$ cat src/rtl/instr_fetch_unit.sv
// instr_fetch_unit: fetch PC, 1-cycle synchronous imem reads and a valid/ready instruction FIFO toward decode
module instr_fetch_unit #(
  parameter int ADDR_WIDTH = 32,
  parameter logic [ADDR_WIDTH-1:0] RESET_PC = '0,
  parameter int FIFO_DEPTH = 2
) (
  input  logic                  clk,
  input  logic                  rst,
  output logic                  imem_req_o,
  output logic [ADDR_WIDTH-1:0] imem_addr_o,
  input  logic [31:0]           imem_rdata_i,
  input  logic                  redirect_i,
  input  logic [ADDR_WIDTH-1:0] redirect_pc_i,
  output logic                  valid_o,
  input  logic                  ready_i,
  output logic [31:0]           instr_o,
  output logic [ADDR_WIDTH-1:0] pc_o,
  output logic [6:0]            opcode_o,
  output logic                  illegal_o
);
  localparam int PW = FIFO_DEPTH > 1 ? $clog2(FIFO_DEPTH) : 1;
  localparam int CW = $clog2(FIFO_DEPTH + 1);
  logic [ADDR_WIDTH-1:0] pc, inflight_pc;
  logic                  inflight;
  logic [31:0]           instr_q [FIFO_DEPTH];
  logic [ADDR_WIDTH-1:0] pc_q [FIFO_DEPTH];
  logic [PW-1:0]         rd_ptr, wr_ptr;
  logic [CW-1:0]         count;
  logic [CW:0]           occ;
  logic                  push, pop;
  function automatic logic [PW-1:0] nxt(input logic [PW-1:0] p);
    return p == PW'(FIFO_DEPTH - 1) ? '0 : p + 1'b1;
  endfunction
  assign valid_o     = !rst && count != '0;
  assign pop         = valid_o && ready_i;
  assign push        = inflight && !redirect_i;
  assign occ         = (CW+1)'(count) + (CW+1)'(inflight) - (CW+1)'(pop);
  assign imem_req_o  = !rst && !redirect_i && occ < (CW+1)'(FIFO_DEPTH);
  assign imem_addr_o = pc;
  assign instr_o     = instr_q[rd_ptr];
  assign pc_o        = pc_q[rd_ptr];
  assign opcode_o    = instr_o[6:0];
  assign illegal_o   = valid_o && !(opcode_o inside {7'b0110011, 7'b0000011, 7'b0010011, 7'b0100011,
                        7'b1100011, 7'b0010111, 7'b0110111, 7'b1100111, 7'b1101111});
  always_ff @(posedge clk) begin
    if (rst) begin
      pc       <= RESET_PC;
      inflight <= 1'b0;
      rd_ptr   <= '0;
      wr_ptr   <= '0;
      count    <= '0;
    end else if (redirect_i) begin
      pc       <= redirect_pc_i & ~ADDR_WIDTH'(3);
      inflight <= 1'b0;
      rd_ptr   <= '0;
      wr_ptr   <= '0;
      count    <= '0;
    end else begin
      inflight <= imem_req_o;
      if (imem_req_o) pc <= pc + ADDR_WIDTH'(4);
      if (push) wr_ptr <= nxt(wr_ptr);
      if (pop) rd_ptr <= nxt(rd_ptr);
      count <= count + CW'(push) - CW'(pop);
    end
  end
  always_ff @(posedge clk) begin
    if (imem_req_o) inflight_pc <= pc;
    if (push && !rst) begin
      instr_q[wr_ptr] <= imem_rdata_i;
      pc_q[wr_ptr]    <= inflight_pc;
    end
  end
  always_ff @(posedge clk) begin
    if (!rst && push) assert (count != CW'(FIFO_DEPTH));
  end
endmodule

$ cat config.mk
export PLATFORM = sky130hd
export DESIGN_NAME = instr_fetch_unit
export DESIGN_NICKNAME = d
export VERILOG_FILES = /design/src/rtl/instr_fetch_unit.sv
export SDC_FILE = /design/constraint.sdc
export NUM_CORES = 1
export LEC_CHECK = 0
export CAP_MARGIN = 20
export CORE_UTILIZATION = 35
export CTS_CLUSTER_DIAMETER = 150
export DETAILED_ROUTE_END_ITERATION = 16
export PLACE_DENSITY_LB_ADDON = 0.08
export SKIP_LAST_GASP = 1
export SLEW_MARGIN = 20
export SYNTH_ARGS = -nofsm -noshare
export SYNTH_HDL_FRONTEND = slang
export SYNTH_SLANG_ARGS = --single-unit
$ cat constraint.sdc
create_clock -name clk -period 5.8 [get_ports clk]
set_input_delay 1.74 -clock clk [delete_from_list [all_inputs] [get_ports clk]]
set_output_delay 1.74 -clock clk [all_outputs]
set_load 0.005 [all_outputs]
==> impl_results.rst, run 1 <==
.. list-table::
   :header-rows: 1

   * - Metric
     - Value
   * - Number of buffers added by the clock tree synthesis step
     - 17
   * - Worst-case setup margin in the final layout
     - 0.233 ns
   * - Portion of total power attributed to the clock network
     - 38.7%
   * - Cell accounting for the most synthesized area
     - edfxtp_1
   * - Top post-synthesis cells by area
     - edfxtp_1, dfxtp_1, mux2_2, xnor2_1, a21oi_1
   * - Final Max Slew Viols
     - 0
   * - Library cell contributing the largest single delay on the critical path
     - clkdlybuf4s50_1
   * - Minimum clock period after layout
     - between 5 and 6 ns
   * - Number of remaining DRC errors
     - 0
   * - FF-to-FF End
     - imem_addr_o[18]
   * - Total net switching power
     - around 0.00065 W
   * - Crit-path max FO
     - 3
   * - Relative area change from synthesis to final layout
     - 33.5%
   * - Slowest stage delay, CP
     - slightly below 0.5 ns
   * - Antenna diode count
     - 0
   * - Global routing usage summed across all routing layers
     - 16.2%
   * - Std cell rows
     - 53
   * - Actual slew at the worst max-slew pin
     - ~1.0 ns
   * - Maximum count of clock buffers along a single path
     - 2
   * - Number of port buffers
     - roughly 170
   * - First DRT Iteration DRCs
     - between 200 and 250
   * - Global route overflow
     - 0
   * - Hold Worst Slack
     - between 0.4 and 0.5 ns
   * - Clock latency on the worst-skew pair
     - approximately 0.43 ns
   * - Share of the synthesized area in the top cell type
     - around three fifths
   * - Worst reg2reg path depth
     - 12
   * - First-pass GRT wire length
     - approximately 27 mm
   * - Total of flip-flops plus latches after synthesis
     - 190
   * - Internal power component
     - between 0.002 and 0.0025 W
   * - Capturing element type of the critical path
     - output pin
   * - Sequential power share
     - 54.7%
   * - Via count of the first global-routing pass
     - 4697
   * - Critical path's most frequent cell
     - clkdlybuf4s50_1
   * - # hold bufs at CTS
     - 0
   * - Routed via count divided by cell count
     - a little under 5
   * - Post-detailed-route count of antenna-violating nets
     - 0
   * - Fraction of the cycle the final worst path needs
     - a little over nine tenths
   * - CP Cell Sequence
     - clkdlybuf4s50_1 > nand2_2 > xnor2_2 > nand2_1 > fa_2 > xnor2_4 > nand3_2 > inv_2 > clkdlybuf4s50_1
   * - Areal power density over the cells
     - approximately 280 nW/um2
   * - Count of TritonRoute iterations in the first routing pass
     - 4
   * - Number of cells in the finished layout apart from fillers
     - 955
   * - Final Total Pwr
     - between 0.002 and 0.003 W
   * - Worst hold path cell count
     - 0
   * - Combined buffer and inverter count along the critical path
     - 3
   * - RSZ-0062 raised after global routing
     - no
   * - Worst-case vdd ir drop
     - between 0.2 and 0.25 mV
   * - Number of nets in the layout
     - ~740
   * - Die Y
     - between 100 and 150 um
   * - Via count of the routed design
     - ~4700
   * - Detail Placement HPWL
     - about 11 mm
   * - Portion of total power attributed to combinational logic
     - under 10%
   * - Number of synthesized flops with an enable pin
     - approximately 150
   * - Gate count of the mapped netlist
     - 499
   * - Type of origin of the critical path
     - input pin
   * - Path class of the lowest-slack min-delay path
     - reg2reg
   * - Number of H-tree levels
     - 4
   * - CTS tree
     - built
   * - Pin count of the biggest net entering global routing
     - 63
   * - Post-placement setup slack
     - -0.0830 ns
   * - Ratio of cells with drive above 1 in the final layout
     - between 10% and 20%
   * - Mean instance size in the synthesized netlist
     - between 15 and 20 um2
   * - Kind of cell adding the most delay to the critical path
     - buffers and inverters
   * - Startpoint-to-endpoint class of the critical path
     - in2out
   * - Final-report hold violation count
     - 0
   * - Total number of clock tree sinks
     - 190
   * - Core area
     - 21200 um2
   * - Worst setup skew after layout
     - 0.00873 ns
   * - Number of placed I/O pins
     - roughly 170
   * - Worst-case register-to-register setup slack
     - between 2 and 3 ns
   * - Part of the Yosys area used for sequential elements
     - between 70% and 80%
   * - # placed instances
     - roughly 920
   * - Remaining max-slew budget at the tightest pin
     - approximately 32%
   * - Clock transition at the registers of the reported paths
     - about 0.07 ns
   * - Initial cell density of the core
     - roughly 36%
   * - Top FF cell, synth
     - edfxtp_1
   * - Number of antenna violations at the first check in global routing
     - 0
   * - Switching fraction of total power
     - 22.9%
   * - Ys async rst share
     - 0%
   * - Maximum Capacitance Violations
     - 0
   * - Area of the die
     - around 22000 um2
   * - Worst min-delay path endpoint
     - pc_q[1][13]
   * - Reg-to-reg startpoint
     - count[1]
   * - Die X
     - about 150 um
   * - Routed wirelength normalized by instance count
     - ~18 um
   * - CTS root buf
     - clkbuf_16
   * - Distinct cell type count after synthesis
     - 53
   * - Post-synth design cell area
     - approximately 7600 um2
   * - Required time of the worst setup path
     - approximately 4.1 ns
   * - Final RePlAce weighted congestion
     - 0.764
   * - Final wirelength
     - approximately 18 mm
   * - Worst endpoint data arrival time
     - roughly 3.8 ns
   * - Leakage power figure
     - about 3.3 nW
   * - Maximum achievable frequency
     - about 0.18 GHz
   * - Result of the run
     - complete, no violations
   * - Count of warnings emitted by yosys
     - 0
   * - Hold Crit Start
     - inflight_pc[13]
   * - Setup violations, final
     - 0
[worst max-delay path by stage]
stage	slack, ns	end	cells past startpoint	from
after floorplan	0.44	imem_req_o	8	rst
after global placement	-0.01	imem_req_o	10	rst
after detailed placement	-0.08	imem_req_o	10	rst
after CTS	0.01	imem_req_o	10	rst
after global routing	0.16	imem_req_o	9	ready_i
final	0.23	imem_req_o	9	ready_i
[Yosys cell counts (4+ instances only)]
library cell	n
edfxtp_1	154
mux2_2	60
dfxtp_1	36
nand2_1	24
a21oi_1	18
nand3_1	18
xnor2_1	16
nor3_1	14
clkbuf_1	13
a31oi_1	12
buf_4	12
and2_1	11
nor2_1	11
nand4_1	8
o22ai_1	8
o311ai_0	7
nor4_1	6
xor2_1	6
a211oi_1	5
and3_1	5
buf_1	4
buf_2	4
inv_1	4
o21ai_0	4
[sequential cells by signal (all words and copies together), names as in the netlist, named ones only]
signal       cells
count            2
rd_ptr           1
imem_addr_o     30
inflight_pc     30
pc_q            60
wr_ptr           1
instr_q         64
inflight         1
[through the flow]
| step | area, um2 | setup TNS (ns) | utilization, % |
|---|---|---|---|
| 6_report | 10100 | 0 | 47.9 |
| 3_3_place_gp | 9560 | -0.0102 | 45.2 |
| 4_1_cts | 10100 | 0 | 47.9 |
| 3_5_place_dp | 9560 | -0.0830 | 45.2 |
| 2_1_floorplan | 7610 | 0 | - |
| 5_1_grt | 10100 | 0 | 47.9 |
[kinds of logic (layout without fill, tap and decap cells)]
kind of cell,after synthesis,after routing,synth area share [%]
AND/OR/NAND/NOR,116,116,8.81
multiplexers,62,62,9.16
flip-flops,190,190,70.3
XOR/XNOR,23,23,2.90
buffers and inverters,39,217,2.59
other,1,4,0.0494
adder cells (fa/ha/maj),3,3,0.593
AO/OA/AOI/OAI,65,65,5.57
[power groups by stage]
stage	registers (W)	logic [W]	clock network (W)
after floorplan	0.00157	0.0000690	0
after global placement	0.00158	0.000183	0
after detailed placement	0.00158	0.000186	0
after CTS	0.00155	0.000187	0.00113
after global routing	0.00155	0.000200	0.00119
final	0.00155	0.000185	0.00110
[metal layers]
| metal | part of all wire [%] | vias to the layer above | global-route usage, % |
|---|---|---|---|
| li1 | - | 2250 | - |
| met1 | 44 | 2309 | 21.6 |
| met2 | 48 | 166 | 25.8 |
| met3 | 6.4 | 20 | 4.25 |
| met4 | 1.4 | 0 | 5.26 |
| met5 | 0 | - | 0 |
[repair_timing]
item	4_1_cts	5_1_grt
resized for setup	2	3
buffers inserted	1	0
endpoints found under the setup margin	1	1
pin swaps	4	3
[final cells by class]
cell class	count	area, um2
timing repair buffer	179	1780
clock inverter	15	125
inverter	6	22.5
clock buffer	17	425
fill	1878	11000
sequential	190	5350
tap	275	344
multi-input combinational	273	2100
[cell usage in the layout, fill, tap and decap left out, types with 3 or more instances in the layout]
| cell | count |
|---|---|
| nand2_1 | 23 |
| o22ai_1 | 8 |
| nand4_1 | 8 |
| dfxtp_1 | 35 |
| nor3_1 | 14 |
| o21ai_0 | 4 |
| inv_1 | 4 |
| a21oi_1 | 18 |
| a211oi_1 | 5 |
| conb_1 | 4 |
| and3_1 | 4 |
| a31oi_1 | 12 |
| nor4_1 | 6 |
| and2_1 | 11 |
| o311ai_0 | 7 |
| o211ai_1 | 3 |
| buf_4 | 11 |
| mux2_2 | 60 |
| xor2_1 | 6 |
| xnor2_1 | 15 |
| edfxtp_1 | 154 |
| clkinv_2 | 3 |
| inv_6 | 5 |
| and4_1 | 3 |
| nand3_1 | 18 |
| clkbuf_16 | 17 |
| nor2_1 | 10 |
| clkdlybuf4s50_1 | 166 |
| inv_8 | 3 |
(Power assumes the default switching activity.)
==> run 2: changes to the inputs <==
--- a/config.mk
+++ b/config.mk
@@ -5,11 +5,12 @@
 export SDC_FILE = /design/constraint.sdc
 export NUM_CORES = 1
 export LEC_CHECK = 0
-export CAP_MARGIN = 20
 export CORE_UTILIZATION = 35
 export CTS_CLUSTER_DIAMETER = 150
 export DETAILED_ROUTE_END_ITERATION = 16
+export GPL_TIMING_DRIVEN = 0
 export PLACE_DENSITY_LB_ADDON = 0.08
+export SETUP_SLACK_MARGIN = 0.3
 export SKIP_LAST_GASP = 1
 export SLEW_MARGIN = 20
 export SYNTH_ARGS = -nofsm -noshare
==> run 2 against run 1 <==
  * First-iteration DRC count up 34%
  * Global-route usage is 0.79 points higher
  * Non-clock buffer count up 30
  * Sequential power barely moved
  * Routed wire length increased by 5.6%
  * Via count up 3.1%
  * Largest cell class unchanged
  * Highest routed layer unchanged
==> impl_results.rst, run 2 (synthesized netlist as in run 1, its figures left out) <==
.. list-table::
   :header-rows: 1

   * - Metric
     - Value
   * - GRT met3 Usage
     - 4.31% (+0.061 points)
   * - Pin count of the biggest net entering global routing
     - 42 (-33%)
   * - Post-detailed-route count of antenna-violating nets
     - 0 (unchanged)
   * - Number of antenna violations at the first check in global routing
     - 0 (unchanged)
   * - Routed via count divided by cell count
     - 4.96 (-0.12%)
   * - Number of buffers added by the clock tree synthesis step
     - 17 (unchanged)
   * - Number of remaining DRC errors
     - 0 (unchanged)
   * - Detail Placement HPWL
     - 12.5 mm (+10%)
   * - Result of the run
     - complete, no violations
   * - Global route overflow
     - 0 (unchanged)
   * - Global routing usage summed across all routing layers
     - 17.0% (+0.79 points)
   * - Core area
     - 21200 um2 (unchanged)
   * - Most flops, register
     - instr_q
   * - Final-report hold violation count
     - 0 (unchanged)
   * - First-pass GRT wire length
     - 28.0 mm (+5.4%)
   * - Met2 Usage GRT
     - 27.1% (+1.4 points)
   * - Area of all placed cells without fillers
     - 10400 um2 (+2.3%)
   * - Worst endpoint data arrival time
     - 3.63 ns (-0.20 ns)
   * - Most common cell after layout, fill and taps aside
     - clkdlybuf4s50_1
   * - Initial cell density of the core
     - 35.9% (unchanged)
   * - Placement Cell Area
     - 9710 um2 (+1.6%)
   * - Maximum Capacitance Violations
     - 0 (unchanged)
   * - Maximum count of clock buffers along a single path
     - 2 (unchanged)
   * - Biggest regs
     - instr_q x64, pc_q x60
   * - Via count of the first global-routing pass
     - 5017 (+6.8%)
   * - Total negative slack for setup checks
     - 0 ns (unchanged)
   * - Areal power density over the cells
     - 277 nW/um2 (-0.94%)
   * - Minimum clock period after layout
     - 5.37 ns (-0.194 ns)
   * - Setup violations, final
     - 0 (unchanged)
   * - Die Y
     - 149 um (unchanged)
   * - Final Max Slew Viols
     - 0 (unchanged)
   * - Ratio of cells with drive above 1 in the final layout
     - 19.3% (+0.89 points)
   * - Remaining max-slew budget at the tightest pin
     - 52.2% (+20 points)
   * - CTS tree
     - built
   * - Area of the die
     - 22300 um2 (unchanged)
   * - Final Total Pwr
     - 0.00287 W (+1.3%)
   * - Antenna diode count
     - 0 (unchanged)
   * - RSZ-0062 raised after global routing
     - no
   * - Die X
     - 149 um (unchanged)
   * - Startpoint-to-endpoint class of the critical path
     - in2out
   * - Worst setup skew after layout
     - 0.00803 ns (-0.000703 ns)
   * - Final wirelength
     - 18.5 mm (+5.6%)
   * - Path class of the lowest-slack min-delay path
     - reg2reg
   * - Via count of the routed design
     - 4893 (+3.1%)
   * - Fraction of the cycle the final worst path needs
     - 92.6% (-3.3 points)
   * - Number of port buffers
     - 167 (unchanged)
   * - Routed wirelength normalized by instance count
     - 18.8 um (+2.3%)
   * - Maximum achievable frequency
     - 0.186 GHz (+3.6%)
   * - Slowest stage delay, CP
     - 0.49 ns (about the same)
   * - Actual slew at the worst max-slew pin
     - 0.716 ns (-0.293 ns)
   * - Library cell contributing the largest single delay on the critical path
     - clkdlybuf4s50_1
   * - Flip-flop count of the largest register, all copies and words added
     - 64 (unchanged)
   * - Count of TritonRoute iterations in the first routing pass
     - 4 (unchanged)
   * - Number of placed I/O pins
     - 174 (unchanged)
   * - Capturing element type of the critical path
     - output pin
   * - Total number of clock tree sinks
     - 190 (unchanged)
   * - Hold Worst Slack
     - 0.445 ns (-0.00188 ns)
   * - Number of H-tree levels
     - 4 (unchanged)
   * - Leakage power figure
     - 3.42 nW (+3.0%)
   * - Highest-count cells in the layout ignoring fill and taps
     - clkdlybuf4s50_1, edfxtp_1, mux2_2, dfxtp_1, nand2_1
   * - Number of nets in the layout
     - 769 (+4.2%)
   * - CP Cell Sequence
     - clkdlybuf4s50_1 > nand2_2 > xnor2_1 > nand2_1 > fa_2 > xnor2_4 > nand3_4 > inv_12 > dlygate4sd2_1
   * - Most used routing layer in global routing
     - met2
   * - Final RePlAce weighted congestion
     - 0.843 (+10%)
   * - Clock latency on the worst-skew pair
     - 0.43 ns (about the same)
   * - Std cell rows
     - 53 (unchanged)
   * - Grt met1 use
     - 22.4% (+0.84 points)
   * - Clock transition at the registers of the reported paths
     - 0.07 ns (about the same)
   * - Type of origin of the critical path
     - input pin
   * - Required time of the worst setup path
     - 4.06 ns (about the same)
   * - Worst-case vdd ir drop
     - 0.187 mV (-6.8%)
   * - Crit-path max FO
     - 2 (-1)
   * - Relative area change from synthesis to final layout
     - 36.5%
   * - First DRT Iteration DRCs
     - 306 (+34%)
   * - CTS root buf
     - clkbuf_16
   * - # hold bufs at CTS
     - 0 (unchanged)
[run 2: layout make-up]
| type | count | area, um2 |
|---|---|---|
| well taps | 275 | 344 |
| clock buffers | 21 | 470 |
| repair inverters | 1 | 8.76 |
| plain buffers | 33 | 174 |
| inverters | 6 | 35.0 |
| flip-flops and latches | 190 | 5350 |
| clock inverters | 11 | 103 |
| repair buffers | 176 | 1790 |
| fillers | 1869 | 10800 |
| multi-input cells | 273 | 2100 |
[run 2: path summary, 6_finish.rpt]
kind / startpoint / endpoint / slack, ns / cells after the start
worst min register to register: inflight_pc[27] / pc_q[0][27] / 0.45 / 0
worst max-delay path: ready_i / imem_req_o / 0.43 / 9
worst max register to register: count[1] / imem_addr_o[18] / 2.88 / 12
worst min-delay path: inflight_pc[27] / pc_q[0][27] / 0.45 / 0
[run 2: metrics by stage]
step	std cells	utilization, %	setup WS [ns]
floorplan	502	-	0.439
global placement	944	45.5	-1.75
detailed placement	947	45.9	-1.34
CTS	986	49.0	0.423
global route	986	49.0	0.330
finish	986	49.0	0.427
[run 2: report_power, final]
group / internal [W] / total [W] / switching [W] / leakage (nW)
sequential: 0.00151 / 0.00155 / 0.0000383 / 1.71
combinational: 0.000115 / 0.000198 / 0.0000835 / 1.43
clock: 0.000598 / 0.00112 / 0.000523 / 0.277
[run 2: what timing repair did]
action / 4_1_cts / 5_1_grt
buffers inserted: 6 / 0
endpoints found under the setup margin: 1 / 0
resized for setup: 12 / 0
[run 2: critical path, delay by kind of cell]
| kind | cells | cell delay, ns |
|---|---|---|
| xor gates and xnor gates | 2 | 0.35 |
| adders and majority gates | 1 | 0.41 |
| buffers and inverters | 3 | 0.81 |
| and+or+nand+nor | 3 | 0.32 |
[run 2: layer usage]
metal | part of all wire (%) | wire length [um]
met5 | 0 | 0
met4 | 2.0 | 365
met3 | 7.4 | 1360
met2 | 47 | 8710
met1 | 44 | 8050
